## src/rtl/debug_uart_rx.sv

```systemverilog
// 8N1 serial receiver for the debug UART: a synchroniser, a single down-counter FSM and a small receive FIFO.
// The data and status outputs sit behind the top-level address decode.
module debug_uart_rx #(
  parameter int CLK_HZ     = 64_000_000,
  parameter int BIT_RATE   = 4_000_000,
  parameter int FIFO_DEPTH = 4
) (
  input  logic                          clk,
  input  logic                          rst_n,
  input  logic                          uart_rxd,
  input  logic                          rx_pop,
  input  logic                          err_clear,
  output logic [7:0]                    rx_data,
  output logic                          rx_valid,
  output logic [$clog2(FIFO_DEPTH):0]   rx_count,
  output logic                          rx_busy,
  output logic                          frame_err,
  output logic                          overrun
);

  localparam int CPB   = CLK_HZ / BIT_RATE;
  localparam int CNT_W = $clog2(CPB);
  localparam int AW    = $clog2(FIFO_DEPTH);

  typedef enum logic [2:0] {
    ST_IDLE  = 3'd0,
    ST_START = 3'd1,
    ST_DATA  = 3'd2,
    ST_STOP  = 3'd3,
    ST_BREAK = 3'd4
  } state_t;

  logic [1:0]       sync_r;
  logic             rxd_s;
  state_t           state_r, state_nxt_s;
  logic [CNT_W-1:0] cnt_r, cnt_nxt_s;
  logic [2:0]       idx_r, idx_nxt_s;
  logic [7:0]       shift_r, shift_nxt_s;
  logic             push_req_s;
  logic             frame_set_s;
  logic             cnt_zero_s;

  logic [7:0]       mem_r [FIFO_DEPTH];
  logic [AW-1:0]    wr_ptr_r, rd_ptr_r;
  logic [AW:0]      count_r;
  logic             full_s, pop_en_s, push_en_s, ovr_set_s;
  logic             frame_err_r, overrun_r;

  assign rxd_s      = sync_r[1];
  assign cnt_zero_s = (cnt_r == {CNT_W{1'b0}});

  // Two-flop synchroniser for the asynchronous serial line, idling high.
  always_ff @(posedge clk or negedge rst_n) begin
    if (!rst_n) begin
      sync_r <= 2'b11;
    end else begin
      sync_r <= {sync_r[0], uart_rxd};
    end
  end

  // Receiver FSM state, bit timer, bit index and shift register.
  always_ff @(posedge clk or negedge rst_n) begin
    if (!rst_n) begin
      state_r <= ST_IDLE;
      cnt_r   <= {CNT_W{1'b0}};
      idx_r   <= 3'd0;
      shift_r <= 8'h00;
    end else begin
      state_r <= state_nxt_s;
      cnt_r   <= cnt_nxt_s;
      idx_r   <= idx_nxt_s;
      shift_r <= shift_nxt_s;
    end
  end

  // Next-state logic; every state is timed by the one down-counter.
  always_comb begin
    state_nxt_s = state_r;
    cnt_nxt_s   = cnt_r;
    idx_nxt_s   = idx_r;
    shift_nxt_s = shift_r;
    push_req_s  = 1'b0;
    frame_set_s = 1'b0;
    case (state_r)
      ST_IDLE: begin
        if (!rxd_s) begin
          state_nxt_s = ST_START;
          cnt_nxt_s   = CNT_W'(CPB / 2 - 1);
        end else begin
          state_nxt_s = ST_IDLE;
        end
      end
      ST_START: begin
        if (!cnt_zero_s) begin
          cnt_nxt_s = cnt_r - CNT_W'(1);
        end else if (rxd_s) begin
          state_nxt_s = ST_IDLE;
        end else begin
          state_nxt_s = ST_DATA;
          cnt_nxt_s   = CNT_W'(CPB - 1);
          idx_nxt_s   = 3'd0;
        end
      end
      ST_DATA: begin
        if (!cnt_zero_s) begin
          cnt_nxt_s = cnt_r - CNT_W'(1);
        end else begin
          shift_nxt_s = {rxd_s, shift_r[7:1]};
          cnt_nxt_s   = CNT_W'(CPB - 1);
          if (idx_r == 3'd7) begin
            state_nxt_s = ST_STOP;
          end else begin
            idx_nxt_s = idx_r + 3'd1;
          end
        end
      end
      ST_STOP: begin
        if (!cnt_zero_s) begin
          cnt_nxt_s = cnt_r - CNT_W'(1);
        end else if (rxd_s) begin
          push_req_s  = 1'b1;
          state_nxt_s = ST_IDLE;
        end else begin
          frame_set_s = 1'b1;
          state_nxt_s = ST_BREAK;
        end
      end
      ST_BREAK: begin
        // Held-low line: stay here so the low level cannot look like a new start bit.
        if (rxd_s) begin
          state_nxt_s = ST_IDLE;
        end else begin
          state_nxt_s = ST_BREAK;
        end
      end
      default: begin
        state_nxt_s = ST_IDLE;
      end
    endcase
  end

  assign full_s    = (count_r == (AW + 1)'(FIFO_DEPTH));
  assign pop_en_s  = rx_pop && (count_r != {(AW + 1){1'b0}});
  // A pop in the same cycle frees the slot, so a full FIFO still accepts the byte.
  assign push_en_s = push_req_s && (!full_s || pop_en_s);
  assign ovr_set_s = push_req_s && full_s && !pop_en_s;

  // Receive FIFO storage, pointers and occupancy.
  always_ff @(posedge clk or negedge rst_n) begin
    if (!rst_n) begin
      for (int i = 0; i < FIFO_DEPTH; i++) begin
        mem_r[i] <= 8'h00;
      end
      wr_ptr_r <= {AW{1'b0}};
      rd_ptr_r <= {AW{1'b0}};
      count_r  <= {(AW + 1){1'b0}};
    end else begin
      if (push_en_s) begin
        mem_r[wr_ptr_r] <= shift_r;
        wr_ptr_r        <= wr_ptr_r + AW'(1);
      end
      if (pop_en_s) begin
        rd_ptr_r <= rd_ptr_r + AW'(1);
      end
      case ({push_en_s, pop_en_s})
        2'b10:   count_r <= count_r + (AW + 1)'(1);
        2'b01:   count_r <= count_r - (AW + 1)'(1);
        default: count_r <= count_r;
      endcase
    end
  end

  // Sticky error flags; a set in the same cycle as err_clear wins.
  always_ff @(posedge clk or negedge rst_n) begin
    if (!rst_n) begin
      frame_err_r <= 1'b0;
      overrun_r   <= 1'b0;
    end else begin
      frame_err_r <= frame_set_s | (frame_err_r & ~err_clear);
      overrun_r   <= ovr_set_s   | (overrun_r   & ~err_clear);
    end
  end

  assign rx_valid  = (count_r != {(AW + 1){1'b0}});
  assign rx_count  = count_r;
  assign rx_data   = rx_valid ? mem_r[rd_ptr_r] : 8'h00;
  assign rx_busy   = (state_r != ST_IDLE);
  assign frame_err = frame_err_r;
  assign overrun   = overrun_r;

endmodule

```

## config.mk

```make
export PLATFORM = sky130hd
export DESIGN_NAME = debug_uart_rx
export DESIGN_NICKNAME = d
export VERILOG_FILES = /design/src/rtl/debug_uart_rx.sv
export SDC_FILE = /design/constraint.sdc
export NUM_CORES = 1
export LEC_CHECK = 0
export BUFFER_PORTS_ARGS = -buffer_cell sky130_fd_sc_hd__buf_2
export CORE_AREA = 5 5 105 107
export DETAILED_ROUTE_END_ITERATION = 16
export DIE_AREA = 0 0 110 112
export PLACE_DENSITY = 0.56
export SLEW_MARGIN = 10
export SYNTH_ARGS = -nofsm -noshare
export SYNTH_HDL_FRONTEND = slang
export SYNTH_SLANG_ARGS = --single-unit
```

## constraint.sdc

```tcl
create_clock -name clk -period 2.75 [get_ports clk]
set_clock_uncertainty 0.2 [all_clocks]
set_input_delay 0.55 -clock clk [delete_from_list [all_inputs] [get_ports clk]]
set_output_delay 0.55 -clock clk [all_outputs]
set_load 0.03 [all_outputs]
```

After elaboration in Yosys (flattened, before gate mapping)
Cells that the tools add are included.

Register bits: 61. Input port bits: 5. Output and inout port bits: 15. Word-level logic and storage cells: 99.

Add/sub/neg operators: 6. Magnitude comparators: 3. Equal/unequal tests: 17. Mux-type cells: 33. Bitwise logic cells: 7. Reductions and logical operators: 19.

Operators by type and width (count): 32-bit bitwise mux (1); 8-bit two-way mux (4); 3-bit two-way mux (9); 4-bit two-way mux (5); 8-bit binary-select mux with 2-bit select (1); 8-bit demux with 2-bit select (1); 2-bit != test (second input constant) (8); 4-bit one-hot mux with 4 select lines (1); 3-bit one-hot mux with 5 select lines (1); 3-bit one-hot mux with 2 select lines (2); 3-bit equality test (second input constant) (3); 4-bit AND reduction (2); 1-bit two-way mux (7); 3-bit by 1-bit adder with 3-bit output (second input constant) (2); 3-bit by 2-bit equality test with 1-bit output (second input constant) (2); 3-bit greater-or-equal comparator (second input constant) (2); 2-bit NOT with 3-bit output (2); 3-bit nonzero test (2); 1-bit logical AND (5); 5-bit AND reduction (1); 2-bit by 1-bit adder with 2-bit output (second input constant) (2); 4-bit logical NOT (1); 2-bit nonzero test (2); 4-bit nonzero test (1); other kinds (15) (18).

Depth between registers and ports, before layout
Depth in word-level cells: 6. Mapped depth: 11. Gate-level depth less buffers: 11.

Worst setup path before layout
Ideal clock, no wire load.

Path kind: reg-to-reg. Start point: register cnt_r[0]. End point: register count_r[2], in the netlist rx_count[2]. Library setup time: 136 ps. Arrival: 2283 ps. Data required time: 2414 ps. Slack: 131 ps. Cell stages (with the launch flop): 12. Buffers on the path: 0. Period minus slack after synthesis: 2619 ps. Cell sequence: dfrtp_1 > inv_1 > ha_1 > nand4bb_1 > nor4b_4 > inv_1 > ha_1 > inv_1 > fa_1 > xor2_1 > nor2_1 > xor2_1.

Word-level cells in the longest chain between the ends: 6. Elaborated cells on any way between the ends: 8. Classes of those cells: eq/ne: 2; mux: 3; reduce/logical: 3.

RTL lines: start: declaration (line 36) `logic [CNT_W-1:0] cnt_r, cnt_nxt_s;`; start signal: assignment (line 65) `cnt_r <= {CNT_W{1'b0}};`; start signal: assignment (line 70) `cnt_r <= cnt_nxt_s;`; 4-bit logical NOT (*) (line 50) `assign cnt_zero_s = (cnt_r == {CNT_W{1'b0}});`; 1-bit two-way mux (*) (line 118) `if (!cnt_zero_s) begin`; 1-bit two-way mux (*) (line 84) `case (state_r)`; 1-bit logical AND (*) (line 145) `assign push_en_s = push_req_s && (!full_s || pop_en_s);`; 2-bit by 1-bit equality test with 1-bit output / 2-bit equality test (equally long branches) (line 165) `case ({push_en_s, pop_en_s})`; 3-bit one-hot mux with 2 select lines / 2-bit nonzero test (equally long branches); end signal: assignment (line 166) `2'b10: count_r <= count_r + (AW + 1)'(1);`; end signal: assignment (line 167) `2'b01: count_r <= count_r - (AW + 1)'(1);`; end signal: assignment (line 168) `default: count_r <= count_r;`; end: declaration (line 45) `logic [AW:0] count_r;`.

Every way passes the cells marked *; elsewhere a longest branch is shown, timed or not. A chain may end at the register's enable or synchronous reset.

Worst setup path in the final report
Start point: register rd_ptr_r[0]. End point: output port rx_data[7].

Word-level cells in the longest chain between the ends: 5.

RTL lines: start: declaration (line 44) `logic [AW-1:0] wr_ptr_r, rd_ptr_r;`; start signal: assignment (line 155) `rd_ptr_r <= {AW{1'b0}};`; start signal: assignment (line 163) `rd_ptr_r <= rd_ptr_r + AW'(1);`; 2-bit NOT with 3-bit output (implied by the code) (line 186) `assign rx_data = rx_valid ? mem_r[rd_ptr_r] : 8'h00;`; 8-bit binary-select mux with 2-bit select (line 186); 8-bit two-way mux (implied by the code) (2 in series) (line 186); 8-bit two-way mux (line 186); end: declaration (line 13) `output logic [7:0] rx_data,`.

No other way between the ends. The select of a mux whose other input is x is not followed.

==> results.md <==
* Async set-or-reset flop fraction in the synthesized netlist at 100%
* Resized cells post-CTS at 0
* Aggregate global routing overflow at 0
* Hold wc startpoint: uart_rxd
* Net count after synthesis at 230
* First DRT Iteration DRCs at 38
* Commonest cells after routing, fill and taps aside: 59 x sky130_fd_sc_hd__dfrtp_1, 41 x sky130_fd_sc_hd__mux2_2, 19 x sky130_fd_sc_hd__buf_2, 12 x sky130_fd_sc_hd__inv_1
* Initial standard-cell utilization of the core at 28.8%
* Layout cell share with drive strength beyond 1 at 40.6%
* Static leakage power at 0.00167 uW
* Total I/O pin count at 20
* Final-report max-slew violation count at 0
* EDFF count, synth at 0
* Combined area of the multi-input logic cells at 1280 sq um
* Mean number of vias per cell at 4.50
* Classification of the worst-slack hold path: input pin to register
* Highest achievable clock rate at 386 MHz
* Die Ht at 112 microns
* Antenna diode count at 0
* # port buffers at 19
* Final setup vio count at 0
* Horizontal die dimension at 110 microns
* Die outline area at 12300 sq um
* Core footprint at 10000 sq um
* CTS tree: built
* Sort of element at the start of the critical path: register
* Period Utilization, post-route at 94.3%
* Depth of the most critical reg-to-reg path at 11
* Register Area at 1530 sq um
* Synth unique cells at 40
* Post-Syn Area per Cell at 13.4 sq um
* Post-DP HPWL at 3780 microns
* CP required at 2000 ps
* Path type of the worst setup path: register to output port
* Placement-stage worst setup slack at 176 ps
* FF-to-FF End: rx_count[2]$_DFFE_PN0P_
* Routed vias at 1764
* FF+latch count, synth at 61
* Clock-pin slew on the worst setup and hold paths at 70 ps
* Pin count of the biggest net entering global routing at 51
* Source-to-sink clock delay at the later pin of the worst-skew pair at 330 ps
* Number of iterations in the first detailed-routing pass at 4
* P&R area growth vs syn at 19.1%
* Number of max-capacitance violations reported at 0
* Cell depth of the worst min-delay path at 1
* Post-synth design cell area at 2890 sq um
* Number of levels in the clock H-tree at 3
* Headroom to the max-slew limit at 68.8%
* Final antenna-violating net count at 0
* Deepest clock path buffer count at 2
* Final sum of negative setup slack at 0 ps
* Run status: finished, final reports clean
* Worst path top cell family by delay: multiplexers
* Overall global routing resource usage at 10.1%
* Row Count at 37
* Critical path buffers and inverters at 2
* Max Fanout on Critical Path at 8
* Stage delay of the slowest cell on the critical path at 550 ps
* Most frequently used flop master after synthesis: sky130_fd_sc_hd__dfrtp_1
* Critical Path Sink Type: output port
* Net count, final at 265
* Average detailed-routed wire length per instance at 14.0 microns
* Number of clock sinks seen by CTS at 61
* Total power per unit cell area at 820 nW/um^2
* Worst Tran Pin Value at 467 ps
* IR Drop Worst-Case VDD at 0.000377 V
* DRC at 0
* Fin crit period at 2590 ps
* Cell-by-cell trace of the critical path: buf_4 -> mux4_2 -> and2_1 -> buf_2
* WL final at 5490 microns
* Endpoint arrival time on the critical path at 1840 ps
* Worst path slowest cell: sky130_fd_sc_hd__mux4_2
* Post-layout utilization of the core at 34.3%
* Worst R2R Setup Slack at 290 ps
* Worst hold endpoint: sync_r[0]$_DFF_PN1_
* Total power after layout at 2820 uW
* Clock buffer count from CTS at 9
* Antenna violations before repair at 0
* Final Hold Fails at 0
* Total number of cells along the worst setup path at 4
* Via count of the first global-routing pass at 1946
* Reg-to-Reg Start: cnt_r[0]$_DFFE_PN0P_
* Share of the yosys chip area belonging to registers at 52.9%
* Clk root buf: sky130_fd_sc_hd__clkbuf_8
* Setup repair after global routing missed its margin: false
* Number of fillers in the final layout at 997
* Warnings, synthesis at 0
* Cells after synthesis at 216
* Min setup slack post-route at 157 ps
* GP Congestion at 0.822
* Most common library cell in the layout ignoring fill and taps: sky130_fd_sc_hd__dfrtp_1
* Wire length of the first global-routing pass at 9630 microns
==> worst max-delay path by stage <==
stage                                       start                      end  slack (ps)
final                     rd_ptr_r[0]$_DFFE_PN0P_               rx_data[7]         160
after global routing      rd_ptr_r[0]$_DFFE_PN0P_               rx_data[7]          60
after CTS                 rd_ptr_r[0]$_DFFE_PN0P_               rx_data[7]         110
after detailed placement                   rx_pop  rx_count[2]$_DFFE_PN0P_         180
after global placement                     rx_pop  rx_count[2]$_DFFE_PN0P_         160
after floorplan              cnt_r[0]$_DFFE_PN0P_  rx_count[2]$_DFFE_PN0P_         130
==> timing repair <==
item / 4_1_cts / 5_1_grt
hold buffers: 1 / 0
endpoints found under the hold margin: 9 / 0
setup buffers: 0 / 0
setup endpoints to repair: 0 / 0
==> report_power, final <==
group / switching (uW) / total (uW) / leakage, uW / internal, uW
clock: 350 / 823 / 0.000107 / 473
sequential: 134 / 1150 / 0.000812 / 1020
combinational: 461 / 847 / 0.000749 / 386
total: 946 / 2820 / 0.00167 / 1880
==> per-layer routing <==
metal	part of all wire [%]	wire length, microns	global-route usage (%)	up-vias
met5	0	0	0	-
met4	0.62	34	2.74	0
met3	3.9	214	3.48	5
met2	52	2830	16.7	25
met1	44	2410	12.5	893
li1	-	-	-	841
==> cells in the mapped netlist, types with 2 or more instances <==
cell	n	share of area, %
sky130_fd_sc_hd__buf_2	2	0.35
sky130_fd_sc_hd__clkbuf_1	5	0.65
sky130_fd_sc_hd__or3_1	5	1.1
sky130_fd_sc_hd__nor2_1	6	0.78
sky130_fd_sc_hd__xnor2_1	5	1.5
sky130_fd_sc_hd__inv_1	12	1.6
sky130_fd_sc_hd__nor3b_1	2	0.52
sky130_fd_sc_hd__nand2_1	6	0.78
sky130_fd_sc_hd__mux2_2	41	16
sky130_fd_sc_hd__dfstp_2	2	1.8
sky130_fd_sc_hd__a21oi_1	7	1.2
sky130_fd_sc_hd__mux4_2	8	6.2
sky130_fd_sc_hd__mux2i_1	2	0.69
sky130_fd_sc_hd__nand2_2	4	0.87
sky130_fd_sc_hd__xor2_1	3	0.91
sky130_fd_sc_hd__dfrtp_1	59	51
sky130_fd_sc_hd__nand3_1	2	0.35
sky130_fd_sc_hd__nor3_1	3	0.52
sky130_fd_sc_hd__ha_1	8	3.5
sky130_fd_sc_hd__o21ai_0	5	0.87
sky130_fd_sc_hd__a22o_1	2	0.61
sky130_fd_sc_hd__and2_1	9	1.9
==> state kept, by name, indices dropped and copies added (netlist names) <==
register / count
rd_ptr_r: 2
rx_count: 3
frame_err: 1
sync_r: 2
idx_r: 3
mem_r: 32
cnt_r: 4
shift_r: 8
overrun: 1
state_r: 3
wr_ptr_r: 2
==> cell families after synthesis <==
family	synth area share (%)
buffers and inverters	2.81
AND/OR/NAND/NOR	9.13
flip-flops	52.9
AO/OA/AOI/OAI	5.32
XOR/XNOR	2.42
adder cells (fa/ha/maj)	4.15
multiplexers	23.3
==> worst register-to-register path, stage by stage (launching register included) <==
cell,delay [ps]
sky130_fd_sc_hd__dfrtp_1,400
sky130_fd_sc_hd__inv_1,100
sky130_fd_sc_hd__ha_1,250
sky130_fd_sc_hd__nand4bb_1,220
sky130_fd_sc_hd__nor4b_4,320
sky130_fd_sc_hd__inv_1,70
sky130_fd_sc_hd__ha_1,210
sky130_fd_sc_hd__inv_1,70
sky130_fd_sc_hd__fa_1,170
sky130_fd_sc_hd__xor2_1,150
sky130_fd_sc_hd__nor2_1,60
sky130_fd_sc_hd__xor2_1,140
==> stage by stage <==
step                instance area, sq um  std cells  hold WS, ps
floorplan                           2890        216         54.4
global placement                    3220        375          146
detailed placement                  3220        375          148
CTS                                 3440        392         88.9
global route                        3440        392         87.4
finish                              3440        392          113
==> layout make-up <==
type | instances | area share, %
Clock buffer | 12 | 4.50
Clock inverter | 4 | 1.63
Inverter | 12 | 1.31
Multi-Input combinational cell | 135 | 37.2
Sequential cell | 61 | 44.4
Tap cell | 136 | 4.94
Timing Repair Buffer | 32 | 6.03
Note: power is estimated with default switching activity, not from simulation.
